==> config.mk <==
export PLATFORM = sky130hd
export DESIGN_NAME = leos_gpio
export DESIGN_NICKNAME = d
export VERILOG_FILES = /design/src/rtl/leos_gpio_pkg.sv /design/src/rtl/leos_gpio_sync.sv /design/src/rtl/leos_gpio.sv
export SDC_FILE = /design/constraint.sdc
export NUM_CORES = 1
export LEC_CHECK = 0
export CAP_MARGIN = 20
export CORE_MARGIN = 2
export CORE_UTILIZATION = 45
export CTS_BUF_LIST = sky130_fd_sc_hd__clkbuf_2
export CTS_CLUSTER_SIZE = 10
export DETAILED_ROUTE_END_ITERATION = 10
export GPL_TIMING_DRIVEN = 0
export PLACE_DENSITY_LB_ADDON = 0.15
export REMOVE_ABC_BUFFERS = 1
export SLEW_MARGIN = 40
export SYNTH_ARGS = -nofsm -noshare
export SYNTH_HDL_FRONTEND = slang
export SYNTH_SLANG_ARGS = --single-unit
==> constraint.sdc <==
create_clock -name CLK -period 2.7 [get_ports CLK]
set_clock_uncertainty 0.15 [all_clocks]
set_input_delay 0.675 -clock CLK [delete_from_list [all_inputs] [get_ports CLK]]
set_output_delay 0.675 -clock CLK [all_outputs]
set_load 0.1 [all_outputs]
==> src/rtl/leos_gpio_pkg.sv <==
// Shared definitions for the leos_gpio block: register indices and
// parameter bounds.
package leos_gpio_pkg;

   typedef enum logic [2:0] {
      REG_DATA_OUT = 3'd0,
      REG_OE       = 3'd1,
      REG_DATA_IN  = 3'd2,
      REG_SET_OUT  = 3'd3,
      REG_CLR_OUT  = 3'd4,
      REG_RISE_EN  = 3'd5,
      REG_FALL_EN  = 3'd6,
      REG_IRQ_STAT = 3'd7
   } reg_idx_e;

   localparam int SYNC_STAGES_MIN = 2;
   localparam int SYNC_STAGES_MAX = 4;
   localparam int GPIO_MAX_WIDTH  = 32;
   // Warm-up counter must hold SYNC_STAGES_MAX+1.
   localparam int WARM_W          = 3;

endpackage

==> src/rtl/leos_gpio_sync.sv <==
// Pad input synchronizer with one extra delayed copy; produces per-bit
// rising/falling edge strobes from the synchronized value.
module gpio_sync #(
   parameter int WIDTH       = 8,
   parameter int SYNC_STAGES = 2
) (
   input  logic             hclk,
   input  logic             resetn,
   input  logic [WIDTH-1:0] pins,
   output logic [WIDTH-1:0] sync_val,
   output logic [WIDTH-1:0] rise,
   output logic [WIDTH-1:0] fall
);

   logic [SYNC_STAGES-1:0][WIDTH-1:0] chain;
   logic [WIDTH-1:0]                  dly;

   // Shift pads through the synchronizer; dly trails the output by one cycle.
   always_ff @(posedge hclk) begin
      if (!resetn) begin
         chain <= '0;
         dly   <= '0;
      end else begin
         chain <= {chain[SYNC_STAGES-2:0], pins};
         dly   <= chain[SYNC_STAGES-1];
      end
   end

   assign sync_val = chain[SYNC_STAGES-1];
   assign rise     = sync_val & ~dly;
   assign fall     = ~sync_val & dly;

endmodule

==> src/rtl/leos_gpio.sv <==
// GPIO block: register file on a single-cycle request/ack bus, pad output
// and enable registers, synchronized inputs with edge-triggered W1C status.
module leos_gpio
   import leos_gpio_pkg::*;
#(
   parameter int WIDTH       = 8,
   parameter int SYNC_STAGES = 2
) (
   input  logic             CLK,
   input  logic             PORESETn,
   input  logic             REQ,
   input  logic             WE,
   input  logic [2:0]       ADDR,
   input  logic [WIDTH-1:0] WDATA,
   output logic [WIDTH-1:0] RDATA,
   output logic             ACK,
   input  logic [WIDTH-1:0] GPIO_I,
   output logic [WIDTH-1:0] GPIO_O,
   output logic [WIDTH-1:0] GPIO_OE,
   output logic             IRQ
);

   if (WIDTH < 1 || WIDTH > GPIO_MAX_WIDTH) begin : g_bad_width
      $error("leos_gpio: WIDTH must be in 1..32");
   end
   if (SYNC_STAGES < SYNC_STAGES_MIN || SYNC_STAGES > SYNC_STAGES_MAX) begin : g_bad_sync
      $error("leos_gpio: SYNC_STAGES must be in 2..4");
   end

   localparam logic [WARM_W-1:0] WARM_INIT = WARM_W'(SYNC_STAGES + 1);

   logic [WIDTH-1:0] dout_q, oe_q, ren_q, fen_q, stat_q, rdata_q;
   logic [WIDTH-1:0] dout_n, oe_n, ren_n, fen_n, stat_n;
   logic [WIDTH-1:0] w1c, edges, rd_mux;
   logic [WIDTH-1:0] sync_val, rise, fall;
   logic [WARM_W-1:0] warm_q;
   logic             ack_q, irq_q, edge_en;

   gpio_sync #(.WIDTH(WIDTH), .SYNC_STAGES(SYNC_STAGES)) u_sync (
      .hclk     (CLK),
      .resetn   (PORESETn),
      .pins     (GPIO_I),
      .sync_val (sync_val),
      .rise     (rise),
      .fall     (fall)
   );

   // Edges seen while the synchronizer is still filling after reset are
   // artefacts of the flush, not pin activity.
   assign edge_en = (warm_q == '0);

   // Read mux: register contents as they stand in the request cycle.
   always_comb begin
      rd_mux = '0;
      case (reg_idx_e'(ADDR))
         REG_DATA_OUT: rd_mux = dout_q;
         REG_OE:       rd_mux = oe_q;
         REG_DATA_IN:  rd_mux = sync_val;
         REG_RISE_EN:  rd_mux = ren_q;
         REG_FALL_EN:  rd_mux = fen_q;
         REG_IRQ_STAT: rd_mux = stat_q;
         default:      rd_mux = '0;
      endcase
   end

   // Write decode and status update; a new edge beats a same-cycle W1C.
   always_comb begin
      dout_n = dout_q;
      oe_n   = oe_q;
      ren_n  = ren_q;
      fen_n  = fen_q;
      w1c    = '0;
      if (REQ && WE) begin
         case (reg_idx_e'(ADDR))
            REG_DATA_OUT: dout_n = WDATA;
            REG_OE:       oe_n   = WDATA;
            REG_SET_OUT:  dout_n = dout_q | WDATA;
            REG_CLR_OUT:  dout_n = dout_q & ~WDATA;
            REG_RISE_EN:  ren_n  = WDATA;
            REG_FALL_EN:  fen_n  = WDATA;
            REG_IRQ_STAT: w1c    = WDATA;
            default:      ;
         endcase
      end
      edges  = edge_en ? ((rise & ren_q) | (fall & fen_q)) : '0;
      stat_n = (stat_q & ~w1c) | edges;
   end

   // State registers, bus response and warm-up countdown.
   always_ff @(posedge CLK) begin
      if (!PORESETn) begin
         dout_q  <= '0;
         oe_q    <= '0;
         ren_q   <= '0;
         fen_q   <= '0;
         stat_q  <= '0;
         rdata_q <= '0;
         ack_q   <= 1'b0;
         irq_q   <= 1'b0;
         warm_q  <= WARM_INIT;
      end else begin
         dout_q  <= dout_n;
         oe_q    <= oe_n;
         ren_q   <= ren_n;
         fen_q   <= fen_n;
         stat_q  <= stat_n;
         rdata_q <= (REQ && !WE) ? rd_mux : '0;
         ack_q   <= REQ;
         irq_q   <= |stat_q;
         if (!edge_en) warm_q <= warm_q - WARM_W'(1);
      end
   end

   assign RDATA   = rdata_q;
   assign ACK     = ack_q;
   assign GPIO_O  = dout_q;
   assign GPIO_OE = oe_q;
   assign IRQ     = irq_q;

endmodule

==> results.toml, run 1 <==
[cts]
cts_buffer_depth = 2
clock-root-buffer = "clkbuf_2"
h-tree-depth = 3
clk-insertion-delay-late_ns = 0.51
cts_tree = "yes"
cts_made_buffers = 9
clk_pin_slew_ns = 0.18
cts_resized = 0
post_cts.repair.setup_buffers = 0
cts_sinks = 77
cts_hold_buf = 0

[worst_setup_path]
worst_setup_path_start_kind = "primary input"
critical_path_required_ns = 3.00
crit_path_max_incr_delay_ns = 0.69
crit_path_max_fanout = 39
path_delay_family = "buffers and inverters"
crit_chain = "buf_2, clkinv_2, nor2_1, a32o_1"
path_depth = 4
crit_buf_inv = 2
critPathKind = "primary input to flop"
cp-end-kind = "flop"
cp_slowest_cell = "nor2_1"
r2r_cells = 5
cp.arrival_ns = 2.69

[yosys]
synthCells = 318
yosysWarnings = 0
ys_seq_elements = 77
synthAdderAreaFrac = 0.00784
netlist_area_um2 = 3190
synth_xor_area_frac = 0.00275
avgSynthCellArea_um2 = 10.0
synth-compound-area-share = 0.139
yosys-mux-area-fraction = 0.126
yosys.area_share.simple = 0.211
synth_top_family_by_area = "simple AND/OR/NAND/NOR gates"
yosysSeqAreaShare = 0.483
netlist-cell-type-count = 40

[die]
start_util = 0.467
fp.dieH_um = 88.2
dieArea_um2 = 7780
coreArea_um2 = 6830
num_rows = 30
die_w_um = 88.2
ioPinCount = 49

[timing]
max_freq_mhz = 420
whs_ns = 0.300
min_period_ns = 2.38
worst_pin_slew_ns = 0.681
final-hold-violation-count = 0
rsz0062_at_grt = "false"
relSlewSlack = 0.544
finalCritPeriodShare = 0.882
slew_viol_final = 0
setup_viol = 0
final.setup.worst_slack_ns = 0.318

[global_route]
antenna_found_initial = 0
grt_start_max_net_pins = 40
grt.overflow.total = 0
track_usage = 0.204
grt_pass1_wl_um = 12000
grt_pass1_vias = 2395

[place]
hpwl_um = 4610
pre_cts_ws_ns = -0.263
io_buffers = 48
placed_area_um2 = 3590
gp_congestion = 0.824

[power_and_ir_drop]
leakage_nw = 1.45
vdd_drop_max_mv = 0.231
finalPower_mw = 2.03
p_per_area_nw_per_um2 = 551

[final_layout]
layout_common_cells = "dfxtp_1 (77), nor2_1 (36), and2_1 (35), buf_2 (32), mux2i_1 (29)"
fin_nets = 388
area_growth_pct = 15.7
antenna_cells = 0
drive_gt1_frac = 0.185
final_common_cell = "dfxtp_1"
final_area_um2 = 3690
nFillCells = 659

[drt]
drtAntennaViolNets = 0
drcViolationCount = 0
drt_first_pass_iters = 5
drt_wl_total_um = 7450
drtIter0Drc = 191
wl_per_cell_um = 16.1
vias_per_cell = 5.28
vias = 2452

[hold_path]
hold_path_class = "flop to flop"
worstHoldPathCells = 1

[job]
maxCapViolations = 0

[status]
status = "complete, no violations"
-- worst reg2reg max path: stages (launching register included) --
cell      delay [ns]
dfxtp_1         0.36
inv_1           0.07
ha_1            0.17
nand2b_1        0.12
nor2_1          0.54
a32o_1          0.23
-- final timing paths --
path,from,endpoint,slack [ns]
worst max-delay path,PORESETn,stat_q[3],0.32
worst min-delay path,u_sync.chain[2],u_sync.sync_val[2],0.30
worst max register to register,warm_q[0],stat_q[3],1.01
worst min register to register,u_sync.chain[2],u_sync.sync_val[2],0.30
-- stage by stage --
step | utilization | setup TNS, ns | cells
final | 0.540 | 0 | 464
after global routing | 0.540 | 0 | 464
after detailed placement | 0.525 | -2.38 | 448
after CTS | 0.540 | 0 | 464
after global placement | 0.543 | -67.98 | 445
after floorplan | - | -0.354 | 301
-- layer usage --
layer  vias up  track usage  wire, µm
met5         -            0         0
met4         0       0.0882       141
met3        13       0.0386       378
met2        64        0.312      3320
met1      1155        0.283      3610
li1       1220            -         -
-- cells by family after synthesis --
logic type      after synthesis
simple gates                124
flops                        77
compound gates               54
mux                          39
buf+inv                      21
fa+ha+maj                     2
xor+xnor                      1
-- layout make-up --
class	instances	area [µm²]	area share
Inverter	4	16.3	0.00441
Tap cell	96	120	0.0325
Sequential cell	77	1540	0.417
Timing Repair Buffer	51	348	0.0942
Clock inverter	2	33.8	0.00915
Clock buffer	14	70.1	0.0190
Multi-Input combinational cell	220	1560	0.423
-- registers in the layout, summed over array words and instances, names as in the netlist --
signal and count:
GPIO_OE 8, GPIO_O 8, RDATA 8, fen_q 8, ren_q 8, stat_q 8, u_sync.chain 8, u_sync.dly 8
u_sync.sync_val 8, warm_q 3, ACK 1, IRQ 1
-- synth_stat cells --
cell,number,share of area
and3b_1,1,0.0027
a311oi_1,2,0.0055
a221o_1,8,0.025
a32oi_1,3,0.0082
o21ai_0,9,0.014
nand3b_1,8,0.019
nor2_1,36,0.042
nor4_4,1,0.0067
and2_1,35,0.069
nor3b_1,1,0.0024
buf_6,1,0.0035
nor3_1,2,0.0031
nand3_1,1,0.0016
nor3_4,1,0.0051
clkinv_1,1,0.0012
buf_2,6,0.0094
a22oi_1,7,0.016
nor2b_1,9,0.018
o21a_1,1,0.0024
a21oi_1,5,0.0078
nand2b_1,2,0.0039
mux2_2,10,0.035
a211oi_2,5,0.020
clkbuf_1,8,0.0094
ha_1,2,0.0078
nand2_1,22,0.026
a32o_1,8,0.025
a21o_1,2,0.0047
a221oi_1,1,0.0027
dfxtp_1,77,0.48
buf_4,1,0.0024
mux2i_1,29,0.091
a211oi_1,3,0.0071
buf_1,1,0.0012
or3b_1,1,0.0027
nor4b_1,1,0.0027
xnor2_1,1,0.0027
nor4_1,2,0.0039
inv_1,3,0.0035
and2b_1,1,0.0024
-- power breakdown --
group | internal, mW | leakage, nW | switching, mW
logic | 0.0814 | 0.745 | 0.163
clock network | 0.232 | 0.0739 | 0.367
registers | 1.17 | 0.626 | 0.0184
total | 1.48 | 1.45 | 0.549
(Power assumes the default switching activity.)
==> inputs of run 2 (changes only) <==
--- a/config.mk
+++ b/config.mk
@@ -5,6 +5,7 @@
 export SDC_FILE = /design/constraint.sdc
 export NUM_CORES = 1
 export LEC_CHECK = 0
+export ABC_CLOCK_PERIOD_IN_PS = 2700
 export CAP_MARGIN = 20
 export CORE_MARGIN = 2
 export CORE_UTILIZATION = 45
==> results of run 2 <==
Same layout as run 1: the final DEF is identical, and so are final timing and power.
==> inputs of run 3 (changes only) <==
--- a/config.mk
+++ b/config.mk
@@ -12,7 +12,6 @@
 export CTS_BUF_LIST = sky130_fd_sc_hd__clkbuf_2
 export CTS_CLUSTER_SIZE = 10
 export DETAILED_ROUTE_END_ITERATION = 10
-export GPL_TIMING_DRIVEN = 0
 export PLACE_DENSITY_LB_ADDON = 0.15
 export REMOVE_ABC_BUFFERS = 1
 export SLEW_MARGIN = 40
==> run 3 against run 2 <==
  * Critical endpoint is now GPIO_O[5]
  * Total power down 4.8%
  * Sequential cell count stayed put
  * Largest power group unchanged
  * Final cell count up 3.9%
==> results.toml, run 3 (synthesis gave the netlist of run 1 again) <==
[status]
status = "complete, no violations"

[global_route]
grt.overflow.total = 0
track_usage = 0.216
grt_pass1_vias = 2368
antenna_found_initial = 0
grt_start_max_net_pins = 30
grt_pass1_wl_um = 12500

[worst_setup_path]
critPathKind = "flop to output pin"
crit_buf_inv = 1
cp-end-kind = "output pin"
path_delay_family = "flip-flops"
critical_path_required_ns = 1.88
cp_slowest_cell = "dfxtp_1"
timing.reg2reg.setup_slack_ns = 1.22
cp.arrival_ns = 1.26
crit_chain = "buf_4"
crit_path_max_fanout = 4
worst_setup_path_start_kind = "flop"
crit_path_max_incr_delay_ns = 0.44

[cts]
cts_made_buffers = 9
clk_pin_slew_ns = 0.19
clk-insertion-delay-late_ns = 0.49
cts_resized = 0
cts_hold_buf = 0
cts_tree = "yes"
cts_buffer_depth = 2
cts_sinks = 77
h-tree-depth = 3
post_cts.repair.setup_buffers = 0
clock-root-buffer = "clkbuf_2"

[job]
maxCapViolations = 0

[drt]
drt_wl_total_um = 7760
drt_first_pass_iters = 5
drcViolationCount = 0
wl_per_cell_um = 16.1
drtIter0Drc = 267
drtAntennaViolNets = 0
vias = 2595
vias_per_cell = 5.38

[die]
start_util = 0.467
coreArea_um2 = 6830
dieArea_um2 = 7780
num_rows = 30
fp.dieH_um = 88.2
ioPinCount = 49
die_w_um = 88.2

[power_and_ir_drop]
p_clk_frac = 0.245
switching_share = 0.286
pwr-share-comb = 0.140
p_per_area_nw_per_um2 = 496
power_switching_uw = 553
vdd_drop_max_mv = 0.398
leakage_nw = 1.52
internal-power_mw = 1.38
finalPower_mw = 1.94
seq_power_share = 0.615

[place]
hpwl_um = 5490
gp_congestion = 0.761
numPlacedInstances = 468
pre_cts_ws_ns = 0.115
io_buffers = 48

[final_layout]
drive_gt1_frac = 0.205
layout_common_cells = "dfxtp_1 (77), buf_4 (48), nor2_1 (36), and2_1 (35), mux2i_1 (29)"
area_growth_pct = 22.3
antenna_cells = 0
fin_nets = 408
final_common_cell = "dfxtp_1"
final_cells = 482

[timing]
final.setup.worst_slack_ns = 0.617
worst_pin_slew_ns = 0.422
rsz0062_at_grt = "false"
min_period_ns = 2.08
final-hold-violation-count = 0
finalCritPeriodShare = 0.771
setup_viol = 0
slew_viol_final = 0
max_freq_mhz = 480
relSlewSlack = 0.719

[hold_path]
hold_path_class = "flop to flop"
## run 3: cell count changes in the layout (fill, tap and decap cells not counted), sizes merged
cell / before / now
clkdlybuf4s50: 18 / 22
buf: 33 / 49
clkbuf: 14 / 10
bufinv: 1 / 0
clkinv: 2 / 5
## run 3: path summary, 6_finish.rpt
kind	from	to	depth (start not counted)
setup / recovery	GPIO_O[5]	GPIO_O[5]	1
hold / removal	u_sync.chain[6]	u_sync.sync_val[6]	1
setup reg to reg	warm_q[0]	stat_q[3]	6
hold reg to reg	u_sync.chain[6]	u_sync.sync_val[6]	1
## run 3: per-layer routing
metal  vias up  wire, µm  track usage
li1       1252         -            -
met1      1237      3660        0.314
met2        94      3510        0.320
met3        12       483       0.0377
met4         0       108       0.0799
met5         -         0            0
## run 3: through the flow
stage | utilization | setup TNS (ns) | area (µm²) | hold WS (ns)
4_1_cts | 0.571 | 0 | 3900 | 0.314
6_report | 0.571 | 0 | 3900 | 0.310
3_5_place_dp | 0.561 | 0 | 3830 | 0.269
3_3_place_gp | 0.561 | 0 | 3830 | 0.264
5_1_grt | 0.571 | 0 | 3900 | 0.329
2_1_floorplan | - | -0.354 | 3110 | 0.262
## run 3: area by class of cell
cell class,count,area (µm²)
clock buffer,10,50.0
fill,678,2930
sequential,77,1540
multi-input combinational,220,1560
tap,96,120
clock inverter,4,17.5
inverter,4,15.0
timing repair buffer,71,601
## run 3: power by group through the flow
stage	clock network (mW)	logic (mW)	registers, mW
3_3_place_gp	0	0.267	1.21
2_1_floorplan	0	0.0935	1.26
4_1_cts	0.494	0.272	1.19
6_report	0.474	0.271	1.19
3_5_place_dp	0	0.271	1.22
5_1_grt	0.544	0.291	1.20
